File: src/rtl/multdiv_pkg.sv
// Shared constants for the multdiv issue controller: FSM state codes,
// instruction field positions and the R-type / ALU opcode defaults.
package multdiv_pkg;

   typedef logic [1:0] md_state_t;

   localparam md_state_t ST_IDLE     = 2'd0;
   localparam md_state_t ST_BUSY_MUL = 2'd1;
   localparam md_state_t ST_BUSY_DIV = 2'd2;
   localparam md_state_t ST_DONE     = 2'd3;

   localparam logic [4:0] OP_RTYPE      = 5'b00000;
   localparam logic [4:0] ALUOP_MUL_DEF = 5'b00110;
   localparam logic [4:0] ALUOP_DIV_DEF = 5'b00111;

   localparam int unsigned OPC_HI = 31;
   localparam int unsigned OPC_LO = 27;
   localparam int unsigned RD_HI  = 26;
   localparam int unsigned RD_LO  = 22;
   localparam int unsigned ALU_HI = 6;
   localparam int unsigned ALU_LO = 2;

endpackage

File: src/rtl/md_watchdog.sv
// Busy-cycle counter for the multdiv controller: saturating count with
// clear/enable, forced-completion compare and the last-latency register.
module md_watchdog #(
   parameter int unsigned TIMEOUT = 64,
   parameter int unsigned CNT_W   = $clog2(TIMEOUT + 1)
) (
   input  logic             clk,
   input  logic             reset,
   input  logic             clr,
   input  logic             en,
   input  logic             cap,
   output logic             hit,
   output logic [CNT_W-1:0] last_lat
);

   localparam logic [CNT_W-1:0] CNT_MAX = CNT_W'(TIMEOUT);
   localparam logic [CNT_W:0]   HIT_VAL = (CNT_W + 1)'(TIMEOUT - 1);

   logic [CNT_W-1:0] cnt_q, cnt_d;
   logic [CNT_W-1:0] last_lat_q, last_lat_d;
   logic [CNT_W:0]   cnt_inc;

   // The count after this busy cycle; reaching TIMEOUT-1 here puts DONE
   // exactly TIMEOUT cycles after issue.
   assign cnt_inc = {1'b0, cnt_q} + 1'b1;
   assign hit     = en && (cnt_inc == HIT_VAL);

   always_comb begin
      cnt_d = cnt_q;
      if (clr) begin
         cnt_d = '0;
      end else if (en && (cnt_q != CNT_MAX)) begin
         cnt_d = cnt_inc[CNT_W-1:0];
      end
   end

   always_comb begin
      last_lat_d = last_lat_q;
      if (cap) begin
         last_lat_d = cnt_q;
      end
   end

   always_ff @(posedge clk) begin
      if (reset) begin
         cnt_q      <= '0;
         last_lat_q <= '0;
      end else begin
         cnt_q      <= cnt_d;
         last_lat_q <= last_lat_d;
      end
   end

   assign last_lat = last_lat_q;

endmodule

File: src/rtl/multdiv_issue_ctrl.sv
// Issue/completion controller for the iterative multiplier/divider: decodes
// DX, pulses start, stalls until ready or watchdog, then requests writeback.
module multdiv_issue_ctrl
   import multdiv_pkg::*;
#(
   parameter int unsigned TIMEOUT   = 64,
   parameter logic [4:0]  MUL_ALUOP = ALUOP_MUL_DEF,
   parameter logic [4:0]  DIV_ALUOP = ALUOP_DIV_DEF,
   parameter int unsigned CNT_W     = $clog2(TIMEOUT + 1)
) (
   input  logic             clk,
   input  logic             reset,
   input  logic [31:0]      dx_ir,
   input  logic             dx_valid,
   input  logic             unit_ready,
   input  logic             unit_exception,
   output logic             start_mul,
   output logic             start_div,
   output logic             stall,
   output logic             busy,
   output logic             wb_valid,
   output logic [4:0]       wb_rd,
   output logic             wb_exc,
   output logic             timeout,
   output logic [CNT_W-1:0] last_lat
);

   md_state_t  state_q, state_d;
   logic [4:0] rd_q, rd_d;
   logic       exc_q, exc_d;
   logic       to_q, to_d;

   logic [4:0] opc, alu, rd;
   logic       is_mul, is_div;
   logic       cnt_clr, cnt_en, cnt_cap, cnt_hit;
   logic       unused_ir;

   assign opc       = dx_ir[OPC_HI:OPC_LO];
   assign rd        = dx_ir[RD_HI:RD_LO];
   assign alu       = dx_ir[ALU_HI:ALU_LO];
   assign unused_ir = ^{dx_ir[21:7], dx_ir[1:0]};

   assign is_mul = dx_valid && (opc == OP_RTYPE) && (alu == MUL_ALUOP);
   assign is_div = dx_valid && (opc == OP_RTYPE) && (alu == DIV_ALUOP);

   md_watchdog #(
      .TIMEOUT (TIMEOUT),
      .CNT_W   (CNT_W)
   ) u_wdog (
      .clk      (clk),
      .reset    (reset),
      .clr      (cnt_clr),
      .en       (cnt_en),
      .cap      (cnt_cap),
      .hit      (cnt_hit),
      .last_lat (last_lat)
   );

   always_comb begin
      state_d   = state_q;
      rd_d      = rd_q;
      exc_d     = exc_q;
      to_d      = to_q;
      start_mul = 1'b0;
      start_div = 1'b0;
      cnt_clr   = 1'b0;
      cnt_en    = 1'b0;
      cnt_cap   = 1'b0;
      case (state_q)
         ST_IDLE: begin
            if (is_mul || is_div) begin
               start_mul = is_mul;
               start_div = is_div;
               rd_d      = rd;
               exc_d     = 1'b0;
               to_d      = 1'b0;
               cnt_clr   = 1'b1;
               state_d   = is_mul ? ST_BUSY_MUL : ST_BUSY_DIV;
            end
         end
         ST_BUSY_MUL, ST_BUSY_DIV: begin
            cnt_en = 1'b1;
            // A ready arriving on the watchdog cycle is a real completion.
            if (unit_ready) begin
               exc_d   = unit_exception;
               to_d    = 1'b0;
               state_d = ST_DONE;
            end else if (cnt_hit) begin
               exc_d   = 1'b1;
               to_d    = 1'b1;
               state_d = ST_DONE;
            end
         end
         ST_DONE: begin
            cnt_cap = 1'b1;
            state_d = ST_IDLE;
         end
         default: state_d = ST_IDLE;
      endcase
   end

   always_ff @(posedge clk) begin
      if (reset) begin
         state_q <= ST_IDLE;
         rd_q    <= '0;
         exc_q   <= 1'b0;
         to_q    <= 1'b0;
      end else begin
         state_q <= state_d;
         rd_q    <= rd_d;
         exc_q   <= exc_d;
         to_q    <= to_d;
      end
   end

   assign busy     = (state_q == ST_BUSY_MUL) || (state_q == ST_BUSY_DIV);
   assign stall    = ((state_q == ST_IDLE) && (is_mul || is_div)) || busy;
   assign wb_valid = (state_q == ST_DONE);
   assign wb_rd    = wb_valid ? rd_q : '0;
   assign wb_exc   = wb_valid && exc_q;
   assign timeout  = wb_valid && to_q;

endmodule

File: config.mk
export PLATFORM = sky130hd
export DESIGN_NAME = multdiv_issue_ctrl
export DESIGN_NICKNAME = d
export VERILOG_FILES = /design/src/rtl/multdiv_pkg.sv /design/src/rtl/md_watchdog.sv /design/src/rtl/multdiv_issue_ctrl.sv
export SDC_FILE = /design/constraint.sdc
export NUM_CORES = 1
export LEC_CHECK = 0
export BUFFER_PORTS_ARGS = -buffer_cell sky130_fd_sc_hd__buf_4
export CAP_MARGIN = 20
export CORE_ASPECT_RATIO = 1.2
export CORE_MARGIN = 1
export CORE_UTILIZATION = 46
export DETAILED_ROUTE_END_ITERATION = 7
export GPL_TIMING_DRIVEN = 0
export PLACE_DENSITY = 0.85
export SLEW_MARGIN = 25
export SYNTH_ARGS = -nofsm -noshare
export SYNTH_HDL_FRONTEND = slang
export SYNTH_SLANG_ARGS = --single-unit
File: constraint.sdc
create_clock -name clk -period 1.8 [get_ports clk]
set_input_delay 0.27 -clock clk [delete_from_list [all_inputs] [get_ports clk]]
set_output_delay 0.27 -clock clk [all_outputs]
set_load 0.02 [all_outputs]
# Yosys cells after proc, flatten, opt, wreduce, memory -nomap -nowiden
# Cells that the tools add are included.
# W data, S select, Z words.
# totals
regBits	23
word_cells	55
output_inout_bits	19
input_bits	37
# classes
n_addsub	1
mux	20
reduce_logical	19
n_eq_ne	9
# ops
operator	count
$mux W1	12
$eq A5 B3 Y1 const B	2
$add A7 B1 Y8 const B	1
$eq A8 B6 Y1 const B	1
$logic_and A1 B1 Y1	8
$mux W2	4
$ne A7 B7 Y1 const B	1
$pmux W2 S3	1
$logic_not A5 Y1	1
$mux W5	1
$eq A2 B2 Y1 const B	2
$pmux W1 S2	2
$reduce_and A2 Y1	2
$reduce_or A2 Y1	2
$logic_or A1 B1 Y1	3
$ne A3 B3 Y1 const B	1
$reduce_and A3 Y1	1
$eq A2 B1 Y1 const B	1
$logic_not A2 Y1	1
$ne A2 B2 Y1 const B	1
$reduce_bool A2 Y1	1

# Depth between registers and ports, before layout
# Gate-level depths: netlist of run 1.
# depth
ltp_word	7
mapped_depth	7
mapped_depth_nobuf	7

# Hierarchy
# From an unflattened synthesis of run 1, not the netlist that was laid out.
# hier_totals
hier_cells	139
hier_area_um2	1252.5
# modules_own_cells
mod	n_inst	area_each_um2	seq_area_each_um2	cells_per_inst
md_watchdog	1	703.2	280.3	75
multdiv_issue_ctrl	1	549.3	180.2	64

# Worst setup path after synthesis of run 1
# No wires, ideal clock.
# synth_timing
path_type	flip-flop to output port
startpoint	register state_q[0]
endpoint	output port timeout
t_arrival_ns	1.452
stages_incl_launch_ff	5
path_buffers	2
required_time_ns	1.530
path_slack_ns	0.078
cell_sequence	dfxtp_1 > ha_1 > clkbuf_1 > clkbuf_1 > and2_1
# synth_via
elab_chain_len	2
# synth_rtl
item	line_no	rtl
start, declared	multdiv_issue_ctrl.sv:28	md_state_t state_q, state_d;
start signal, assigned	multdiv_issue_ctrl.sv:109	state_q <= state_d;
$eq A2 B2 Y1	multdiv_issue_ctrl.sv:118	assign wb_valid = (state_q == ST_DONE);
named net wb_valid	multdiv_issue_ctrl.sv:21	output logic wb_valid,
$logic_and A1 B1 Y1	multdiv_issue_ctrl.sv:121	assign timeout = wb_valid && to_q;
end, declared	multdiv_issue_ctrl.sv:24	output logic timeout,
# The timed path passes the listed nets, and every way through them passes these cells.

# Worst setup path after layout of run 1
# layout_timing
startpoint	register state_q[0]
endpoint	output port stall
# layout_via
elab_chain_len	3
elab_cells_between_ends	6
cone_classes	2 x eq/ne; 4 x reduce/logical
# layout_rtl
item	line_no	rtl
$eq A2 B1 Y1 (tied with other cells)	multdiv_issue_ctrl.sv:116	assign busy = (state_q == ST_BUSY_MUL) || (state_q == ST_BUSY_DIV);
$logic_or A1 B1 Y1 / $logic_and A1 B1 Y1 (equally long branches)	multdiv_issue_ctrl.sv:116, multdiv_issue_ctrl.sv:117	
$logic_or A1 B1 Y1 *	multdiv_issue_ctrl.sv:117	assign stall = ((state_q == ST_IDLE) && (is_mul || is_div)) || busy;
end, declared	multdiv_issue_ctrl.sv:19	output logic stall,
# Mark *: on every way between the ends. The rest lies on a longest branch, timed or not.

==> run_results.csv, run 1 <==
group,metric,value,unit
floorplanning,dieHeight,59.3,µm
critical_path,worst_setup_path_start_kind,"flip-flop",
power,combPwrFrac,6.1,%
sta,hold_ws,0.184,ns
critical_path,slowest_stage,"dfxtp_2",
hold_path,hold_start,"dx_ir[26]",
hold_path,whs_endpoint,"rd_q[4]",
critical_path,cp.arrival,1.51,ns
grt,grt-ovfl-total,0,
clock_network,numCtsBuffers,3,
critical_path,r2r-end,"state_q[0]",
sta,skew,0.00215,ns
critical_path,cp.required,1.53,ns
power,vdd_ir_drop_max,0.000480,V
placement,io_buffers,37,
sta,rsz0062_at_grt,"true",
synth,synth_top_area_cell,"dfxtp_1",
synth,syn_area,0.00126,mm²
critical_path,crit_type,"reg -> out",
routing,routed_wl,2820,µm
critical_path,crit_chain,"inv_1 > ha_4 > clkbuf_8 > nand2b_1 > buf_4",
placement,gp_congestion,0.853,
power,swShare,21.8,%
routing,antenna_left,0,
sta,fin_crit,1.78,ns
clock_network,cts_sinks,23,
routing,drtIter0Drc,29,
clock_network,clock_path_buffers,2,
layout,fin_area,0.00167,mm²
clock_network,root_buffer,"clkbuf_4",
critical_path,critPathMaxFanout,10,
hold_path,hold_depth,3,
run_status,status,"finished, final reports clean",
grt,grt_pass1_wl,4570,µm
grt,grt_pass1_vias,1067,
synth,ys_seq_area_share,36.5,%
critical_path,cp_top_family,"buffers and inverters",
synth,yosys-top-cells-area,"dfxtp_1 (37%), mux2i_1 (10%), nor2_1 (6.0%)",
layout,nFillCells,224,
power,p_int,624,µW
critical_path,reg2reg_depth,6,
clock_network,clkTransAtPathRegs,0.12,ns
critical_path,crit_buf_inv,3,
synth,syn-num-nets,182,
synth,yosysWarnings,0,
routing,wl_per_cell,13.1,µm
placement,place_area,0.00158,mm²
routing,route.detailed.drc,0,
grt,antenna_found_initial,0,
sta,period_share,99.0,%
grt,grt_usage,20.1,%
power,clockPowerShare,30.1,%
layout,fin_nets,225,
clock_network,worstSkewPairLatency,0.31,ns
hold_path,hold_class,"in -> reg",
floorplanning,num_rows,20,
power,p_seq_share,63.8,%
routing,via_count,1121,
synth,yosys.cell_types.count,35,
sta,setup_viol,0,
critical_path,r2r_setup_slack,0.09,ns
critical_path,worst_path_largest_cell_delay,0.39,ns
floorplanning,pin_count,56,
power,power.density,478,mW/mm²
routing,firstDrtPassIters,4,
grt,grt_max_degree,15,
floorplanning,die_w,49.8,µm
synth,syn_inst,140,
floorplanning,start_util,48.9,%
critical_path,crit_path_end_kind,"primary output",
floorplanning,die_area,0.00295,mm²
job,max_cap_violations,0,
synth,yosys.area.top_type_share,36.5,%
sta,max_freq,561,MHz
clock_network,holdBufCountCts,0,
synth,ys_ff_latch,23,
layout,antenna_cells,0,
layout,post-route-util,64.8,%
sta,worst_pin_slew,0.410,ns
synth,syn_area_per_cell,9.00,µm²
routing,vias_per_cell,5.21,
layout,drive_gt1_share,35.7,%
critical_path,r2r_start,"u_wdog.cnt_q[0]",
sta,drv_slew,0,
floorplanning,fp.coreArea,0.00258,mm²
sta,finalHoldViolCount,0,
clock_network,htreeDepth,1,
placement,dp_hpwl,2160,µm
power,power.leakage,0.000738,µW
power,p_sw,174,µW
layout,area_growth,32.5,%
clock_network,cts_tree,"built",
sta,slew-limit-headroom,72.7,%
## layout make-up
class	instances	area, µm²	share of cell area (%)
well taps	33	41.3	2.47
repair buffers	39	293	17.5
plain buffers	8	66.3	3.97
clock inverters	1	7.51	0.450
multi-input cells	98	737	44.2
inverters	10	37.5	2.25
clock buffers	3	22.5	1.35
flip-flops and latches	23	464	27.8
## per-stage QoR
step	cells	setup TNS (ns)	setup WS (ns)	power [µW]
5_1_grt	215	-0.0569	-0.0416	834
3_5_place_dp	210	-0.103	-0.0202	569
6_report	215	0	0.0179	798
4_1_cts	213	0	0.00657	806
2_1_floorplan	140	0	0.0778	534
3_3_place_gp	210	0	0.0177	568
## routing by layer
metal / GRT usage, % / share of wire [%]
met1: 22.0 / 40
met2: 39.6 / 53
met3: 2.05 / 5.0
met4: 7.35 / 1.2
met5: 0 / 0
## sequential cells by signal (all words and copies together) (netlist names)
signal / flops
state_q: 2
rd_q: 5
exc_q: 1
u_wdog.last_lat: 7
to_q: 1
u_wdog.cnt_q: 7
## layout by cell type, fill, tap and decap left out, types with 2 or more instances in the layout
| cell | n |
|---|---|
| inv_1 | 10 |
| and2_1 | 8 |
| buf_4 | 41 |
| o21ai_0 | 2 |
| nand2b_1 | 2 |
| dfxtp_1 | 20 |
| a21oi_1 | 2 |
| ha_4 | 2 |
| xor2_1 | 7 |
| dfxtp_2 | 3 |
| nand2_1 | 9 |
| ha_1 | 2 |
| nand3_2 | 2 |
| clkbuf_4 | 4 |
| nand3_1 | 6 |
| clkbuf_1 | 2 |
| buf_6 | 2 |
| mux2i_1 | 13 |
| nand4_1 | 4 |
| nor2_1 | 20 |
## worst max path at each step
stage               endpoint        from  slack (ns)  cells after the start
global route           stall  state_q[0]       -0.04                      5
floorplan            timeout  state_q[0]        0.08                      4
global placement    wb_rd[3]  state_q[0]        0.02                      5
finish                 stall  state_q[0]        0.02                      5
detailed placement  wb_rd[3]  state_q[0]       -0.02                      5
CTS                 wb_rd[3]  state_q[1]       0.007                      4
## logic make-up after synthesis
kind of cell | after synthesis | synth area share [%]
compound gates | 11 | 7.45
mux | 13 | 10.3
fa+ha+maj | 5 | 4.97
flops | 23 | 36.5
xor+xnor | 8 | 5.56
simple gates | 61 | 28.0
buf+inv | 19 | 7.15
## tightest hold or removal path, stage by stage
cell     delay [ns]
buf_4          0.07
mux2i_1        0.05
nor2_1         0.07
## what timing repair did
item,4_1_cts,5_1_grt
endpoints found under the hold margin,0,0
gates resized for setup,8,6
setup buffers,0,2
setup endpoints to repair,9,13
## Yosys cell counts
cell type	number
xor2_1	7
nand4_1	4
clkbuf_1	5
and4_1	1
nand3_2	2
nor4_2	1
o21ai_4	1
nor4bb_1	1
nand3_1	6
and2_2	1
and4b_2	1
o21ai_0	2
nor4b_4	1
nor2b_1	1
o22ai_1	1
inv_1	10
buf_4	3
o2bb2ai_1	1
a21oi_1	2
a311o_2	1
a221oi_2	1
nand2_1	9
buf_6	1
dfxtp_1	23
ha_1	5
nand4b_1	1
a221oi_1	1
nand2b_1	2
mux2i_1	13
and2_1	8
a21o_1	1
and3_4	1
nor2_1	20
nor4_1	1
xnor2_1	1
## power by group through the flow
stage	sequential, µW	combinational, µW	clock [µW]
6_report	509	48.8	240
5_1_grt	510	52.9	271
4_1_cts	509	48.6	248
3_5_place_dp	521	48.2	0
3_3_place_gp	521	47.0	0
2_1_floorplan	521	13.8	0
No activity file was read; power rests on OpenSTA's default activity.
==> run 2: changes to the inputs <==
--- a/config.mk
+++ b/config.mk
@@ -9,10 +9,10 @@
 export CAP_MARGIN = 20
 export CORE_ASPECT_RATIO = 1.2
 export CORE_MARGIN = 1
-export CORE_UTILIZATION = 46
+export CORE_UTILIZATION = 45
 export DETAILED_ROUTE_END_ITERATION = 7
 export GPL_TIMING_DRIVEN = 0
-export PLACE_DENSITY = 0.85
+export PLACE_DENSITY = 0.84
 export SLEW_MARGIN = 25
 export SYNTH_ARGS = -nofsm -noshare
 export SYNTH_HDL_FRONTEND = slang
==> run 2 against run 1 <==
  * First-iteration DRC count down 72%
  * Sequential power is essentially flat
  * Setup slack gained 0.043 ns
  * Via count is 1.4% higher
==> run_results.csv, run 2 (synthesized netlist as in run 1, its figures left out) <==
group,metric,value,unit
placement,io_buffers,37,
grt,grt_pass1_vias,1129,
clock_network,clock_path_buffers,2,
power,vdd_ir_drop_max,0.000501,V
routing,drtIter0Drc,8,
critical_path,worst_setup_path_start_kind,"flip-flop",
sta,period_share,96.6,%
routing,firstDrtPassIters,4,
sta,max_freq,575,MHz
floorplanning,fp.coreArea,0.00260,mm²
layout,seqCellArea,468,µm²
layout,final_common_cell,"buf_4",
clock_network,cts_tree,"built",
layout,area_growth,33.7,%
layout,fin_cells,216,
clock_network,numCtsBuffers,3,
sta,worst_pin_slew,0.421,ns
critical_path,cp.required,1.53,ns
floorplanning,die_w,50.3,µm
grt,grt_max_degree,14,
clock_network,clkTransAtPathRegs,0.13,ns
floorplanning,die_area,0.00302,mm²
floorplanning,start_util,48.4,%
power,power.density,476,mW/mm²
job,max_cap_violations,0,
routing,via_count,1137,
routing,antenna_left,0,
layout,antenna_cells,0,
clock_network,holdBufCountCts,0,
routing,vias_per_cell,5.26,
sta,fin_tns_setup,0,ns
grt,antenna_found_initial,0,
hold_path,hold_class,"in -> reg",
floorplanning,pin_count,56,
critical_path,critPathMaxFanout,6,
sta,rsz0062_at_grt,"false",
placement,pre_cts_slack,-0.0678,ns
layout,fin_nets,226,
clock_network,htreeDepth,1,
clock_network,worstSkewPairLatency,0.32,ns
sta,slew-limit-headroom,71.9,%
floorplanning,dieHeight,60.0,µm
clock_network,cts_sinks,23,
grt,grt_pass1_wl,4890,µm
placement,gp_congestion,0.877,
layout,drive_gt1_share,38.3,%
layout,multi_input_area,743,µm²
critical_path,crit_type,"reg -> out",
critical_path,crit_path_end_kind,"primary output",
routing,wl_per_cell,14.0,µm
floorplanning,num_rows,20,
sta,setup_slack,0.0608,ns
critical_path,cp.arrival,1.47,ns
layout,nFillCells,215,
placement,placed_cells,210,
grt,grt_usage,21.5,%
run_status,status,"finished, final reports clean",
sta,finalHoldViolCount,0,
routing,route.detailed.drc,0,
placement,dp_hpwl,2370,µm
sta,fin_crit,1.74,ns
grt,grt-ovfl-total,0,
sta,setup_viol,0,
power,power.leakage,0.000748,µW
sta,drv_slew,0,
clock_network,root_buffer,"clkbuf_4",
layout,layout_common_cells,"buf_4 (42), nor2_1 (20), dfxtp_1 (19)",
routing,routed_wl,3030,µm
sta,skew,0.00381,ns
[run 2: final cells by class]
class                      instances  share of cell area, %
clock buffer                       3                   1.34
tap                               33                   2.45
timing repair buffer              40                   17.8
sequential                        23                   27.8
inverter                          10                   2.23
multi-input combinational         98                   44.1
buffer                             8                   3.94
clock inverter                     1                  0.297
[run 2: repair_timing]
action                     4_1_cts  5_1_grt
setup endpoints to repair       11       13
setup buffers                    0        3
resized for setup                9        9
[run 2: final timing paths]
path | startpoint | to | slack [ns] | depth (start not counted)
min | dx_ir[25] | rd_q[3] | 0.18 | 3
max reg2reg | u_wdog.cnt_q[1] | state_q[0] | 0.09 | 6
max | state_q[0] | start_div | 0.06 | 6
min reg2reg | exc_q | exc_q | 0.47 | 2
[run 2: routing by layer]
| metal | vias to the layer above | wire length [µm] | GRT usage, % |
|---|---|---|---|
| met2 | 27 | 1710 | 44.6 |
| met3 | 5 | 108 | 3.05 |
| met1 | 550 | 1190 | 21.9 |
| met5 | - | 0 | 0 |
| li1 | 555 | - | - |
| met4 | 0 | 34 | 5.95 |
[run 2: where the power goes]
group	switching (µW)	internal, µW
clock	159	83.3
sequential	0.144	507
combinational	21.0	30.5
[run 2: metrics by stage]
step	power [µW]	util (%)	cell area (µm²)	hold WS, ns
floorplan	534	-	1260	0.414
global placement	568	60.7	1580	0.451
detailed placement	571	60.7	1580	0.450
CTS	803	62.8	1640	0.181
global route	826	64.7	1680	0.183
finish	802	64.7	1680	0.182
[run 2: worst max-delay path, cell delays in order (launching register included)]
cell and delay, ns:
dfxtp_4 0.38, inv_2 0.07, ha_4 0.13, nand4_1 0.14
buf_6 0.18, nor2_1 0.10, buf_4 0.15
==> run 3: changes to the inputs <==
--- a/config.mk
+++ b/config.mk
@@ -7,12 +7,11 @@
 export LEC_CHECK = 0
 export BUFFER_PORTS_ARGS = -buffer_cell sky130_fd_sc_hd__buf_4
 export CAP_MARGIN = 20
-export CORE_ASPECT_RATIO = 1.2
 export CORE_MARGIN = 1
-export CORE_UTILIZATION = 45
+export CORE_UTILIZATION = 46
 export DETAILED_ROUTE_END_ITERATION = 7
 export GPL_TIMING_DRIVEN = 0
-export PLACE_DENSITY = 0.84
+export PLACE_DENSITY = 0.85
 export SLEW_MARGIN = 25
 export SYNTH_ARGS = -nofsm -noshare
 export SYNTH_HDL_FRONTEND = slang
==> constraint.sdc (replaced) <==
create_clock -name clk -period 1.75 [get_ports clk]
set_input_delay 0.2625 -clock clk [delete_from_list [all_inputs] [get_ports clk]]
set_output_delay 0.2625 -clock clk [all_outputs]
set_load 0.02 [all_outputs]
==> run 3 against run 2 <==
  * Setup slack gained 0.011 ns
  * Clock skew down 0.00086 ns
  * Count of clock-buffer cells in the layout rose by 1
  * Utilization is 1.1 points higher
  * Register-to-register slack hardly changed
  * Final cell count fell by 2.8%
  * Die area down 2.1%
  * Sequential share of layout area up 0.55 points
  * Combinational power decreased by 3%
  * Total power is 1.0% higher
  * Sequential power grew 2%
  * Critical path type unchanged
  * Critical endpoint unchanged
  * Highest routed layer unchanged
==> run_results.csv, run 3 (synthesized netlist as in run 1, its figures left out) <==
group,metric,value,unit
critical_path,worst_setup_path_start_kind,"flip-flop",
layout,seqCellArea,470,µm²
layout,final_common_cell,"buf_4",
power,power.density,488,mW/mm²
sta,finalHoldViolCount,0,
critical_path,slowest_stage,"dfxtp_4",
power,p_sw,170,µW
sta,setup_viol,0,
sta,hold_ws,0.171,ns
routing,route.detailed.drc,0,
clock_network,numCtsBuffers,3,
critical_path,cp.required,1.49,ns
grt,grt_max_degree,13,
layout,multi_input_area,751,µm²
power,clockPowerShare,29.6,%
floorplanning,die_area,0.00295,mm²
critical_path,worst_path_largest_cell_delay,0.38,ns
sta,max_freq,596,MHz
sta,slew-limit-headroom,72.7,%
placement,pre_cts_slack,-0.0911,ns
floorplanning,dieHeight,54.3,µm
floorplanning,die_w,54.3,µm
layout,area_growth,31.8,%
placement,io_buffers,37,
routing,routed_wl,2800,µm
run_status,status,"finished, final reports clean",
floorplanning,start_util,50.0,%
clock_network,cts_sinks,23,
clock_network,worstSkewPairLatency,0.31,ns
sta,rsz0062_at_grt,"false",
clock_network,htreeDepth,1,
clock_network,clkTransAtPathRegs,0.12,ns
layout,fin_nets,223,
placement,place_area,0.00158,mm²
layout,antenna_cells,0,
sta,fin_crit,1.68,ns
routing,drtIter0Drc,12,
critical_path,critPathMaxFanout,6,
layout,layout_common_cells,"buf_4 (40), nor2_1 (20), dfxtp_1 (19)",
sta,setup_slack,0.0717,ns
routing,wl_per_cell,13.3,µm
floorplanning,pin_count,56,
routing,vias_per_cell,5.34,
grt,antenna_found_initial,0,
critical_path,crit_path_end_kind,"primary output",
routing,antenna_left,0,
power,swShare,21.0,%
routing,firstDrtPassIters,4,
routing,via_count,1122,
clock_network,clock_path_buffers,2,
power,vdd_ir_drop_max,0.000710,V
grt,grt_pass1_wl,4640,µm
floorplanning,num_rows,18,
critical_path,crit_buf_inv,3,
layout,fin_cells,210,
critical_path,cp.arrival,1.42,ns
sta,period_share,95.9,%
clock_network,root_buffer,"clkbuf_4",
critical_path,crit_type,"reg -> out",
clock_network,cts_tree,"built",
power,p_seq_share,64.3,%
critical_path,cp_top_family,"buffers and inverters",
grt,grt_usage,21.9,%
sta,skew,0.00295,ns
power,p_int,640,µW
power,power.leakage,0.000729,µW
layout,fin_area,0.00166,mm²
critical_path,crit_chain,"inv_2 > ha_4 > nand4_1 > buf_6 > nor2_1 > buf_4",
floorplanning,fp.coreArea,0.00252,mm²
sta,worst_pin_slew,0.409,ns
job,max_cap_violations,0,
sta,drv_slew,0,
hold_path,hold_class,"in -> reg",
placement,gp_congestion,0.835,
placement,dp_hpwl,2190,µm
grt,grt-ovfl-total,0,
layout,nFillCells,216,
grt,grt_pass1_vias,1153,
layout,drive_gt1_share,36.7,%
placement,placed_cells,207,
power,p_total,810,µW
power,combPwrFrac,6.2,%
[run 3: worst paths after layout]
kind,startpoint,endpoint,slack (ns),cells past startpoint
setup / recovery,state_q[0],start_div,0.07,6
hold reg to reg,exc_q,exc_q,0.47,2
setup reg to reg,u_wdog.cnt_q[0],state_q[0],0.09,6
hold / removal,dx_ir[25],rd_q[3],0.17,3
[run 3: routing by layer]
layer	track usage, %	vias to the layer above	part of all wire [%]
met1	22.8	530	39
li1	-	552	-
met3	2.50	2	5.4
met5	0	-	0
met4	5.56	0	0.82
met2	44.9	38	55
[run 3: layout make-up]
class	count	share of cell area [%]
Inverter	10	2.26
Multi-Input combinational cell	98	45.2
Tap cell	30	2.26
Buffer	7	3.17
Timing Repair Buffer	38	17.2
Sequential cell	23	28.3
Clock buffer	4	1.58
[run 3: worst register-to-register path, stage by stage, from the launching register on]
cell and delay (ns):
dfxtp_2 0.41, ha_4 0.19, nand4_1 0.12, xor2_1 0.16, a311o_2 0.43, nand3_2 0.09
mux2i_1 0.19
[run 3: power by group through the flow]
stage	clock network [µW]	registers (µW)	logic, µW
after floorplan	0	535	14.1
after global placement	0	535	48.2
after detailed placement	0	535	50.1
after CTS	240	524	50.8
after global routing	264	521	56.2
final	240	520	49.9
[run 3: stage by stage]
stage	setup TNS [ns]	util, %
after floorplan	0	-
after global placement	-0.344	62.5
after detailed placement	-0.702	62.5
after CTS	-0.00494	65.1
after global routing	0	65.8
final	0	65.8
[run 3: timing repair]
item                       4_1_cts  5_1_grt
pin swaps                        0        0
resized for setup               12        8
hold endpoints to repair         0        0
hold buffers                     0        0
buffers inserted                 0        1
cloned                           0        0
setup endpoints to repair       12        6
